File: src/rtl/fpga_robots_game_ps2_pkg.sv
// Shared definitions for the PS/2 receiver: FSM state codes, frame width
// and the odd-parity rule used to accept a frame.
package fpga_robots_game_ps2_pkg;

    localparam int unsigned PS2_DATA_BITS = 8;

    typedef logic [1:0] ps2_state_t;

    localparam ps2_state_t ST_IDLE   = 2'd0;
    localparam ps2_state_t ST_DATA   = 2'd1;
    localparam ps2_state_t ST_PARITY = 2'd2;
    localparam ps2_state_t ST_STOP   = 2'd3;

    // PS/2 frames carry odd parity: data bits plus parity bit hold an odd count of ones.
    localparam logic PS2_PARITY_ODD = 1'b1;

    function automatic logic ps2_parity_ok(input logic [PS2_DATA_BITS-1:0] data,
                                           input logic                     par);
        return (^{data, par}) == PS2_PARITY_ODD;
    endfunction

endpackage

File: src/rtl/fpga_robots_game_ps2_filter.sv
// Two-flop synchronizer plus glitch filter for the PS/2 clock line; emits a
// one-cycle strobe in the cycle the filtered clock falls.
module fpga_robots_game_ps2_filter #(
    parameter int unsigned FILTER_LEN = 8
) (
    input  logic clk,
    input  logic rst,
    input  logic ps2_clk,
    output logic fall_o
);

    localparam logic [7:0] FILT_TC = 8'(FILTER_LEN - 1);

    logic       sync1_q, sync1_d;
    logic       sync2_q, sync2_d;
    logic       filt_q,  filt_d;
    logic [7:0] cnt_q,   cnt_d;

    // The counter tracks how many consecutive samples disagree with the filtered level.
    always_comb begin
        sync1_d = ps2_clk;
        sync2_d = sync1_q;
        filt_d  = filt_q;
        cnt_d   = '0;
        fall_o  = 1'b0;
        if (sync2_q != filt_q) begin
            if (cnt_q == FILT_TC) begin
                filt_d = sync2_q;
                fall_o = filt_q;
            end else begin
                cnt_d = cnt_q + 8'd1;
            end
        end
    end

    always_ff @(posedge clk) begin
        if (rst) begin
            sync1_q <= 1'b1;
            sync2_q <= 1'b1;
            filt_q  <= 1'b1;
            cnt_q   <= '0;
        end else begin
            sync1_q <= sync1_d;
            sync2_q <= sync2_d;
            filt_q  <= filt_d;
            cnt_q   <= cnt_d;
        end
    end

endmodule

File: src/rtl/fpga_robots_game_ps2_rx.sv
// Receive-only PS/2 frame decoder (start, 8 data LSB first, odd parity, stop).
// Define FPGA_ROBOTS_PS2_WATCHDOG_EN to abandon frames stalled for TIMEOUT_CYC cycles.
//
// state     | meaning
// ST_IDLE   | waiting for a start bit (0) on a filtered clock fall
// ST_DATA   | shifting in the 8 data bits, LSB first
// ST_PARITY | capturing the parity bit and recording the odd-parity check
// ST_STOP   | checking the stop bit; publish byte or flag error
module fpga_robots_game_ps2_rx
    import fpga_robots_game_ps2_pkg::*;
#(
    parameter int unsigned FILTER_LEN  = 8,
    parameter int unsigned TIMEOUT_CYC = 100000
) (
    input  logic       clk,
    input  logic       rst,
    input  logic       ps2_clk,
    input  logic       ps2_dat,
    output logic [7:0] ps2_rx_dat,
    output logic       ps2_rx_stb,
    output logic       ps2_rx_err
);

    localparam logic [2:0] LAST_BIT = 3'(PS2_DATA_BITS - 1);

    logic                     clk_fall;
    logic                     timeout;
    logic                     dat_s1_q, dat_s1_d;
    logic                     dat_s2_q, dat_s2_d;
    ps2_state_t               state_q, state_d;
    logic [2:0]               bit_cnt_q, bit_cnt_d;
    logic [PS2_DATA_BITS-1:0] shift_q, shift_d;
    logic                     par_ok_q, par_ok_d;
    logic [PS2_DATA_BITS-1:0] rx_dat_q, rx_dat_d;
    logic                     stb_q, stb_d;
    logic                     err_q, err_d;

    fpga_robots_game_ps2_filter #(
        .FILTER_LEN (FILTER_LEN)
    ) u_clk_filter (
        .clk     (clk),
        .rst     (rst),
        .ps2_clk (ps2_clk),
        .fall_o  (clk_fall)
    );

`ifdef FPGA_ROBOTS_PS2_WATCHDOG_EN
    localparam logic [31:0] WD_TC = 32'(TIMEOUT_CYC);

    logic [31:0] wd_q, wd_d;

    always_comb begin
        wd_d = wd_q + 32'd1;
        if (state_q == ST_IDLE || clk_fall || timeout) begin
            wd_d = '0;
        end
    end

    assign timeout = (state_q != ST_IDLE) && (wd_q == WD_TC);

    always_ff @(posedge clk) begin
        if (rst) begin
            wd_q <= '0;
        end else begin
            wd_q <= wd_d;
        end
    end
`else
    logic unused_timeout_cyc;
    assign unused_timeout_cyc = (TIMEOUT_CYC == 0);
    assign timeout            = 1'b0;
`endif

    always_comb begin
        dat_s1_d  = ps2_dat;
        dat_s2_d  = dat_s1_q;
        state_d   = state_q;
        bit_cnt_d = bit_cnt_q;
        shift_d   = shift_q;
        par_ok_d  = par_ok_q;
        rx_dat_d  = rx_dat_q;
        stb_d     = 1'b0;
        err_d     = 1'b0;
        if (timeout) begin
            state_d = ST_IDLE;
            err_d   = 1'b1;
        end else if (clk_fall) begin
            case (state_q)
                ST_IDLE: begin
                    if (!dat_s2_q) begin
                        state_d   = ST_DATA;
                        bit_cnt_d = '0;
                    end
                end
                ST_DATA: begin
                    shift_d   = {dat_s2_q, shift_q[PS2_DATA_BITS-1:1]};
                    bit_cnt_d = bit_cnt_q + 3'd1;
                    if (bit_cnt_q == LAST_BIT) begin
                        state_d = ST_PARITY;
                    end
                end
                ST_PARITY: begin
                    par_ok_d = ps2_parity_ok(shift_q, dat_s2_q);
                    state_d  = ST_STOP;
                end
                default: begin
                    if (dat_s2_q && par_ok_q) begin
                        rx_dat_d = shift_q;
                        stb_d    = 1'b1;
                    end else begin
                        err_d = 1'b1;
                    end
                    state_d = ST_IDLE;
                end
            endcase
        end
    end

    always_ff @(posedge clk) begin
        if (rst) begin
            dat_s1_q  <= 1'b1;
            dat_s2_q  <= 1'b1;
            state_q   <= ST_IDLE;
            bit_cnt_q <= '0;
            shift_q   <= '0;
            par_ok_q  <= 1'b0;
            rx_dat_q  <= '0;
            stb_q     <= 1'b0;
            err_q     <= 1'b0;
        end else begin
            dat_s1_q  <= dat_s1_d;
            dat_s2_q  <= dat_s2_d;
            state_q   <= state_d;
            bit_cnt_q <= bit_cnt_d;
            shift_q   <= shift_d;
            par_ok_q  <= par_ok_d;
            rx_dat_q  <= rx_dat_d;
            stb_q     <= stb_d;
            err_q     <= err_d;
        end
    end

    assign ps2_rx_dat = rx_dat_q;
    assign ps2_rx_stb = stb_q;
    assign ps2_rx_err = err_q;

endmodule

File: config.mk
export PLATFORM = sky130hd
export DESIGN_NAME = fpga_robots_game_ps2_rx
export DESIGN_NICKNAME = d
export VERILOG_FILES = /design/src/rtl/fpga_robots_game_ps2_pkg.sv /design/src/rtl/fpga_robots_game_ps2_filter.sv /design/src/rtl/fpga_robots_game_ps2_rx.sv
export SDC_FILE = /design/constraint.sdc
export NUM_CORES = 1
export LEC_CHECK = 0
export BUFFER_PORTS_ARGS = -buffer_cell sky130_fd_sc_hd__buf_4
export CORE_UTILIZATION = 46
export CTS_CLUSTER_DIAMETER = 60
export DETAILED_ROUTE_END_ITERATION = 6
export GPL_TIMING_DRIVEN = 0
export PLACE_DENSITY = 0.67
export SYNTH_ARGS = -nofsm -noshare
export SYNTH_HDL_FRONTEND = slang
export SYNTH_SLANG_ARGS = --single-unit
File: constraint.sdc
create_clock -name clk -period 1.55 [get_ports clk]
set_input_delay 0.465 -clock clk [delete_from_list [all_inputs] [get_ports clk]]
set_output_delay 0.465 -clock clk [all_outputs]
set_load 0.005 [all_outputs]
==> run metrics, run 1 <==
layout-stage area growth over the synthesis result=21.7%; final std cells w/o fill=227; total met2 wirelength after detailed routing=1.25 mm; CP required=1.84 ns; worst min-delay path category=primary input to flip-flop; number of distinct standard cells referenced by the synthesized netlist=33; DRC viols=0; Post-Route Skew=0.0124 ns; clock root cell=clkbuf_4; number of flops mapped to enable cells by yosys=0; final setup fails=0; type of the setup path with the least slack=flip-flop to flip-flop; number of antenna violations at the first check in global routing=0; vias per std cell=5.10; switching power of the nets=0.000323 W; drt first pass iters=4; Comb power frac=2.6%; global-route total usage across every layer=18.0%; kind of end point of the critical path=flip-flop; final routed wire length divided by cell count=12.0 µm; H-tree depth=2; unrepaired setup endpoints after global routing=yes; crit-path cells=ha_4, and4bb_4, nand4_1, or4_1, nand3_1; critical-path cell with the highest stage delay=or4_1; # port buffers=13; Site Rows=20; kind of start point of the critical path=flip-flop; number of buffers created by CTS=5; primary flip-flop cell chosen by synthesis mapping=dfxtp_1; post-CTS clock slew at the launch and capture registers of the worst setup and hold paths=0.11 ns; highest cell delay on the worst timing path=0.52 ns; Worst R2R Setup Slack=0.003 ns; Final Instance Area=1930 µm²; f_max=0.646 GHz; count of hold-fix buffers inserted at cts=0; Hold Vio Cnt, Final=0; Storage cell area=746 µm²; power density relative to cell area=807 nW/µm²; Met3 Wirelength=95 µm; share of layout cells above drive strength 1=26.8%; routed metal-1 wirelength=1.33 mm; Highest Signal Layer=met4; outcome=completed; pins over their slew limit=0; most frequent standard cell in the layout excluding fill and tap cells=dfxtp_1; Post-Synthesis Mean Instance Area=10.0 µm²; number of clock sinks=37; first-pass GRT wire length=4.73 mm; floorplan die area=3690 µm²; fill cell total of the finished layout=313; worst-skew pair later-pin latency=0.33 ns; Critical Path AT=1.83 ns; internal power of the cells=0.00124 W; final cycle utilization of the critical path=99.8%; Synth Warn #=0; final core utilization=61.3%; part of the total power dissipated in sequential elements=61.5%; diodes inserted=0; part of the Yosys area used for sequential elements=46.7%; placed cell area=1760 µm²; part of the total power dissipated in the clock network=35.9%; pin count of the biggest net entering global routing=12; detailed-route via count=1157; antenna violation net count after detailed routing=0; post-synthesis net count=169; area of the core=3150 µm²; horizontal extent of the die=60.8 µm; number of max-capacitance violations reported=0; count of nets after finishing=193; TritonCTS clock tree=done; number of primary I/O pins=14; Leak=0.853 nW; number of instances in the synthesized netlist=158; die outline height=60.8 µm; cell taking the most area after synthesis=dfxtp_1; Worst VDD drop=0.795 mV; net switching share of the total power=20.7%; placed insts=215; post-synthesis cell area=1590 µm²; most frequent cells in the layout=dfxtp_1 (33), nor2_1 (28), buf_4 (17); post-layout min period=1.55 ns; worst-case headroom to the max-slew limit=69.8%; dominant cells by area after synthesis=dfxtp_1 (47%), mux2i_1 (10%), nor2_1 (6.6%), ha_1 (5.5%), xnor2_1 (3.9%); weighted congestion reported at the end of routability-driven placement=0.746; Worst-Margin Slew=0.453 ns; vias in the first global route=1043; synthesized flop and latch total=37; Initial Utilization=50.4%; largest buffer count on any clock path=2; detailed placement HPWL=1.97 mm; fraction of post-synthesis cell area in the top cell type by area=46.7%; total overflow reported by the global router=0; Max FO, Critical Path=4; wirelength, routed=2.72 mm; async set or reset register ratio after synthesis=0%; Iter 0 DRT Violations=35; area of the multi-input gates=866 µm²
## worst paths after layout
kind	start	cells past startpoint	end
max	u_clk_filter.cnt_q[1]$_SDFF_PP0_	5	par_ok_q$_SDFFE_PP0P_
min	ps2_dat	2	dat_s1_q$_SDFF_PP1_
max reg2reg	u_clk_filter.cnt_q[1]$_SDFF_PP0_	5	par_ok_q$_SDFFE_PP0P_
min reg2reg	dat_s1_q$_SDFF_PP1_	1	dat_s2_q$_SDFF_PP1_
## stage by stage
stage / setup TNS (ns) / hold WS (ns) / total power (W) / setup slack, ns
2_1_floorplan: 0 / 0.389 / 0.00101 / 0.0321
3_3_place_gp: -0.259 / 0.393 / 0.00102 / -0.0384
3_5_place_dp: -0.671 / 0.400 / 0.00102 / -0.0538
4_1_cts: -0.689 / 0.307 / 0.00158 / -0.0558
5_1_grt: -0.397 / 0.285 / 0.00164 / -0.0581
6_report: 0 / 0.319 / 0.00156 / 0.00290
## synthesized netlist by cell type (4+ instances only)
cell type	instances
xor2_1	5
ha_1	7
mux2i_1	16
nand2_1	4
dfxtp_1	37
nand4_1	6
a21oi_1	6
or2_2	4
xnor2_1	7
nor2b_1	4
nand3_1	5
nor2_1	28
## kinds of logic after synthesis
logic type      count (synthesis)  synth area share (%)
buf+inv                         9                  2.92
fa+ha+maj                       7                  5.52
compound gates                 11                  4.57
mux                            16                  10.1
flops                          37                  46.7
simple gates                   65                  22.2
xor+xnor                       13                  8.04
## registers in the layout, indices dropped and copies added (netlist names)
name and count:
u_clk_filter.filt_q 1, state_q 2, par_ok_q 1, dat_s2_q 1, bit_cnt_q 3, u_clk_filter.cnt_q 8
ps2_rx_dat 8, u_clk_filter.sync2_q 1, u_clk_filter.sync1_q 1, ps2_rx_stb 1, shift_q 8, ps2_rx_err 1
dat_s1_q 1
## timing repair
action,in CTS,in global routing
gates resized for setup,4,9
endpoints found under the setup margin,28,32
buffers inserted,1,4
pin swaps,3,2
## metal layers
metal,up-vias,global-route usage (%)
li1,590,-
met4,0,7.79
met5,-,0
met3,4,6.40
met1,548,23.1
met2,15,27.3
## power groups by stage
stage	clock network [W]	registers (W)	logic (W)
final	0.000560	0.000960	0.0000407
after global routing	0.000629	0.000962	0.0000451
after CTS	0.000577	0.000960	0.0000404
after detailed placement	0	0.000982	0.0000391
after global placement	0	0.000982	0.0000377
after floorplan	0	0.000981	0.0000257
## worst max-delay path: cells and delay by family, from the launching register on
kind                       cells  cell delay (ns)
adders and majority gates      1             0.15
DFF                            1             0.36
and+or+nand+nor                4             1.00
## cell type report
type / instances / share of cell area [%]
sequential: 37 / 38.6
clock inverter: 1 / 0.259
multi-input combinational: 112 / 44.8
clock buffer: 7 / 3.37
timing repair buffer: 18 / 7.64
tap: 44 / 2.85
inverter: 3 / 0.583
buffer: 5 / 1.94
No activity file was read; power rests on OpenSTA's default activity.
==> run 2: changes to the inputs <==
- RECOVER_POWER: not set -> 100
==> run 2 against run 1 <==
Maximum frequency about the same; sequential cell count unchanged; total power down 0.12%; core utilization down 0.36 points; die area unchanged; worst hold slack worse by 0.0019 ns; global-route usage unchanged; sequential share of layout area up 0.23 points; first-iteration DRC count up 26%; clock power about the same; critical endpoint unchanged; largest power group unchanged.
==> run metrics, run 2 (synthesized netlist as in run 1, its figures left out) <==
final std cells w/o fill=227 (unchanged); drt first pass iters=4 (unchanged); Iter 0 DRT Violations=44 (+26%); Post-Route Skew=0.0121 ns (-0.000273 ns); worst min-delay path category=primary input to flip-flop; f_max=0.646 GHz (about the same); highest cell delay on the worst timing path=0.52 ns (about the same); GR met1 Demand/Resource=23.1% (unchanged); power density relative to cell area=811 nW/µm² (+0.47%); horizontal extent of the die=60.8 µm (unchanged); crit-path cells=ha_4, and4bb_4, nand4_1, or4_1, nand3_1; CP required=1.84 ns (about the same); final setup fails=0 (unchanged); diodes inserted=0 (unchanged); wirelength, routed=2.73 mm (+0.33%); count of nets after finishing=193 (unchanged); internal power of the cells=0.00123 W (-0.25%); critical-path cell with the highest stage delay=or4_1; most frequent cells in the layout=dfxtp_1 (33), nor2_1 (28), clkbuf_4 (16), mux2i_1 (16); vias in the first global route=1043 (unchanged); count of hold-fix buffers inserted at cts=0 (unchanged); floorplan die area=3690 µm² (unchanged); DP Worst Slack=-0.0538 ns (unchanged); number of antenna violations at the first check in global routing=0 (unchanged); DRC viols=0 (unchanged); busiest layer in global routing=met2; most frequent standard cell in the layout excluding fill and tap cells=dfxtp_1; unrepaired setup endpoints after global routing=yes; antenna violation net count after detailed routing=0 (unchanged); number of buffers created by CTS=5 (unchanged); layout-stage area growth over the synthesis result=21.0%; placed cell area=1760 µm² (unchanged); post-CTS clock slew at the launch and capture registers of the worst setup and hold paths=0.11 ns (about the same); number of primary I/O pins=14 (unchanged); weighted congestion reported at the end of routability-driven placement=0.746 (unchanged); detailed-route via count=1165 (+0.69%); Critical Path AT=1.83 ns (about the same); worst-case headroom to the max-slew limit=69.8% (about the same); first-pass GRT wire length=4.73 mm (unchanged); global-route total usage across every layer=18.0% (unchanged); H-tree depth=2 (unchanged); placed insts=215 (unchanged); Final Instance Area=1920 µm² (-0.58%); Worst VDD drop=0.795 mV (about the same); TritonCTS clock tree=done; Comb power frac=2.4% (-0.2 points); final core utilization=61.0% (-0.36 points); part of the total power dissipated in the clock network=36.0% (about the same); final routed wire length divided by cell count=12.0 µm (+0.33%); Initial Utilization=50.4% (unchanged); pins over their slew limit=0 (unchanged); share of layout cells above drive strength 1=25.7% (-1.1 points); clock root cell=clkbuf_4; type of the setup path with the least slack=flip-flop to flip-flop; Leak=0.839 nW (-1.7%); area of the core=3150 µm² (unchanged); detailed placement HPWL=1.97 mm (unchanged); final cycle utilization of the critical path=99.8% (about the same); part of the total power dissipated in sequential elements=61.6% (about the same); Max FO, Critical Path=4 (unchanged); # port buffers=13 (unchanged); Hold Vio Cnt, Final=0 (unchanged); met2 global-route usage=27.3% (unchanged); outcome=completed; switching power of the nets=0.000324 W (+0.40%); net switching share of the total power=20.8% (+0.11 points); pin count of the biggest net entering global routing=12 (unchanged); met3 demand-to-capacity share in global routing=6.40% (unchanged); Worst-Margin Slew=0.454 ns (+0.000436 ns); die outline height=60.8 µm (unchanged); worst-skew pair later-pin latency=0.33 ns (about the same); vias per std cell=5.13 (+0.69%); kind of start point of the critical path=flip-flop; kind of end point of the critical path=flip-flop; number of max-capacitance violations reported=0 (unchanged); post-route worst setup slack=0.00275 ns (-0.000144 ns); number of clock sinks=37 (unchanged); post-layout min period=1.55 ns (+0.000144 ns); largest buffer count on any clock path=2 (unchanged); Site Rows=20 (unchanged); total overflow reported by the global router=0 (unchanged)
==> run 2: final timing paths <==
check | start | to | slack [ns] | cells after the start
min reg2reg | dat_s1_q$_SDFF_PP1_ | dat_s2_q$_SDFF_PP1_ | 0.42 | 1
min | ps2_dat | dat_s1_q$_SDFF_PP1_ | 0.32 | 2
max | u_clk_filter.cnt_q[1]$_SDFF_PP0_ | par_ok_q$_SDFFE_PP0P_ | 0.003 | 5
max reg2reg | u_clk_filter.cnt_q[1]$_SDFF_PP0_ | par_ok_q$_SDFFE_PP0P_ | 0.003 | 5
==> run 2: final cells by class <==
cell class / instances / area (µm²)
Clock inverter: 1 / 5.00
Sequential cell: 37 / 746
Clock buffer: 7 / 65.1
Buffer: 5 / 30.0
Tap cell: 44 / 55.1
Multi-Input combinational cell: 112 / 866
Fill cell: 317 / 1230
Timing Repair Buffer: 18 / 144
Inverter: 3 / 11.3
==> run 2: what timing repair did <==
item	in CTS	in global routing
endpoints found under the setup margin	28	32
pin swaps	3	2
setup buffers	1	4
resized for setup	4	9
==> run 2: metal layers <==
metal  part of all wire (%)  vias to the layer above
li1                       -                      591
met1                     49                      555
met2                     46                       15
met3                    3.4                        4
met4                    1.8                        0
met5                      0                        -
==> run 2: worst max-delay path: cells and delay by family, from the launching register on <==
| family | cells | cell delay, ns |
|---|---|---|
| simple gates | 4 | 1.00 |
| flops | 1 | 0.36 |
| fa+ha+maj | 1 | 0.15 |
==> run 2: power groups by stage <==
stage / sequential (W) / combinational (W) / clock, W
floorplan: 0.000981 / 0.0000257 / 0
global placement: 0.000982 / 0.0000377 / 0
detailed placement: 0.000982 / 0.0000391 / 0
CTS: 0.000960 / 0.0000404 / 0.000577
global route: 0.000962 / 0.0000419 / 0.000629
finish: 0.000960 / 0.0000375 / 0.000561
==> run 2: per-stage QoR <==
stage / TNS, ns / total power (W) / hold WS (ns)
final: 0 / 0.00156 / 0.317
after global routing: -0.395 / 0.00163 / 0.285
after CTS: -0.689 / 0.00158 / 0.307
after detailed placement: -0.671 / 0.00102 / 0.400
after global placement: -0.259 / 0.00102 / 0.393
after floorplan: 0 / 0.00101 / 0.389
==> run 3: changes to the inputs <==
- PLACE_DENSITY: 0.67 -> not set
- clock period: 1.55 -> 1.71 ns (I/O delays scaled with it)
==> run 3 against run 2 <==
Clock skew down 0.0054 ns; cell area is 2.5% lower; die area stayed put; total power is 5.3% higher; setup slack better by 0.087 ns; routed wire length fell by 1.9%; largest cell class unchanged.
==> run metrics, run 3 (synthesized netlist as in run 1, its figures left out) <==
type of the setup path with the least slack=flip-flop to flip-flop; pin count of the biggest net entering global routing=13 (+1); number of buffers created by CTS=5 (unchanged); Critical Path AT=1.91 ns (+0.08 ns); wirelength, routed=2.68 mm (-1.9%); post-CTS clock slew at the launch and capture registers of the worst setup and hold paths=0.10 ns (about the same); Iter 0 DRT Violations=63 (+43%); Site Rows=20 (unchanged); worst reg-to-reg path cell count=5 (unchanged); Worst-Margin Slew=0.486 ns (+0.0329 ns); logic depth of the worst path, buffers included=5 (unchanged); highest cell delay on the worst timing path=0.54 ns (+0.02 ns); final std cells w/o fill=224 (-1.3%); final hold slack=0.351 ns (+0.0336 ns); diodes inserted=0 (unchanged); H-tree depth=2 (unchanged); die outline height=60.8 µm (unchanged); final core utilization=59.4% (-1.5 points); Leak=0.845 nW (+0.72%); unrepaired setup endpoints after global routing=yes; weighted congestion reported at the end of routability-driven placement=0.733 (-1.7%); layout-stage area growth over the synthesis result=18.0%; Crit path max-delay family=simple AND/OR/NAND/NOR gates; first-pass GRT wire length=4.51 mm (-4.5%); detailed placement HPWL=1.91 mm (-2.8%); DRC viols=0 (unchanged); share of layout cells above drive strength 1=22.2% (-3.5 points); worst-skew pair later-pin latency=0.34 ns (about the same); largest buffer count on any clock path=2 (unchanged); Initial Utilization=50.4% (unchanged); area of the core=3150 µm² (unchanged); total overflow reported by the global router=0 (unchanged); final setup fails=0 (unchanged); kind of start point of the critical path=flip-flop; detailed-route via count=1110 (-4.7%); vias in the first global route=1031 (-1.2%); # port buffers=13 (unchanged); Bufs and invs on worst path=0 (unchanged); crit-path cells=ha_4, and4bb_2, nand4_1, or4_1, nand3_1; floorplan die area=3690 µm² (unchanged); clock root cell=clkbuf_4; drt first pass iters=3 (-1); number of antenna violations at the first check in global routing=0 (unchanged); final routed wire length divided by cell count=12.0 µm (-0.55%); pins over their slew limit=0 (unchanged); number of primary I/O pins=14 (unchanged); most frequent cells in the layout=dfxtp_1 (34), nor2_1 (28), clkbuf_4 (17); placed insts=215 (unchanged); kind of end point of the critical path=flip-flop; worst-case headroom to the max-slew limit=67.5% (-2.3 points); Max FO, Critical Path=5 (+1); TritonCTS clock tree=done; most frequent standard cell in the layout excluding fill and tap cells=dfxtp_1; count of hold-fix buffers inserted at cts=0 (unchanged); number of max-capacitance violations reported=0 (unchanged); count of nets after finishing=190 (-1.6%); horizontal extent of the die=60.8 µm (unchanged); post-layout min period=1.62 ns (+0.0731 ns); antenna violation net count after detailed routing=0 (unchanged); vias per std cell=4.96 (-3.4%); global-route total usage across every layer=17.4% (-0.60 points); number of clock sinks=37 (unchanged); f_max=0.617 GHz (-4.5%); worst min-delay path category=primary input to flip-flop; CP required=2.00 ns (+0.16 ns); Hold Vio Cnt, Final=0 (unchanged); post-layout power=0.00164 W (+5.3%); Worst VDD drop=0.569 mV (-28%); final cycle utilization of the critical path=94.8% (-5.1 points); critical-path cell with the highest stage delay=or4_1; Post-Route Skew=0.00673 ns (-0.00539 ns); power density relative to cell area=876 nW/µm² (+8.0%); outcome=completed; Hold Path Cell Cnt=2 (unchanged)
[run 3: changes by cell type in the layout (fill, tap and decap cells not counted), sizes merged]
cell / delta
bufinv: +2
clkbuf: -2
buf: -3
[run 3: area by class of cell]
class	instances	area [µm²]
tap	44	55.1
inverter	3	11.3
clock buffer	5	37.5
multi-input combinational	112	818
fill	306	1280
buffer	5	33.8
clock inverter	3	65.1
timing repair buffer	15	109
sequential	37	744
[run 3: what timing repair did]
action,CTS,global route
endpoints found under the setup margin,17,23
pin swaps,0,4
resized for setup,3,4
setup buffers,0,2
[run 3: worst paths after layout]
check | from | end | slack [ns]
max | u_clk_filter.cnt_q[0]$_SDFF_PP0_ | par_ok_q$_SDFFE_PP0P_ | 0.09
min | ps2_dat | dat_s1_q$_SDFF_PP1_ | 0.35
max reg2reg | u_clk_filter.cnt_q[0]$_SDFF_PP0_ | par_ok_q$_SDFFE_PP0P_ | 0.09
min reg2reg | u_clk_filter.sync1_q$_SDFF_PP1_ | u_clk_filter.sync2_q$_SDFF_PP1_ | 0.42
[run 3: power by group]
part           total [W]  switching, W  internal, W
Clock           0.000737      0.000285     0.000453
Combinational  0.0000336     0.0000184    0.0000152
Sequential      0.000871    0.00000410     0.000866
Total            0.00164      0.000307      0.00133
[run 3: metrics by stage]
| stage | area, µm² | worst slack, ns | setup TNS [ns] |
|---|---|---|---|
| final | 1870 | 0.0897 | 0 |
| after global routing | 1870 | -0.00586 | -0.0156 |
| after CTS | 1850 | 0.00705 | 0 |
| after detailed placement | 1740 | -0.0273 | -0.183 |
| after global placement | 1740 | 0.00155 | 0 |
| after floorplan | 1590 | 0.116 | 0 |
[run 3: layer usage]
metal,part of all wire [%],GRT usage (%),up-vias
li1,-,-,584
met1,49,19.9,508
met2,45,27.9,14
met3,3.6,7.04,4
met4,1.8,8.77,0
met5,0,0,-
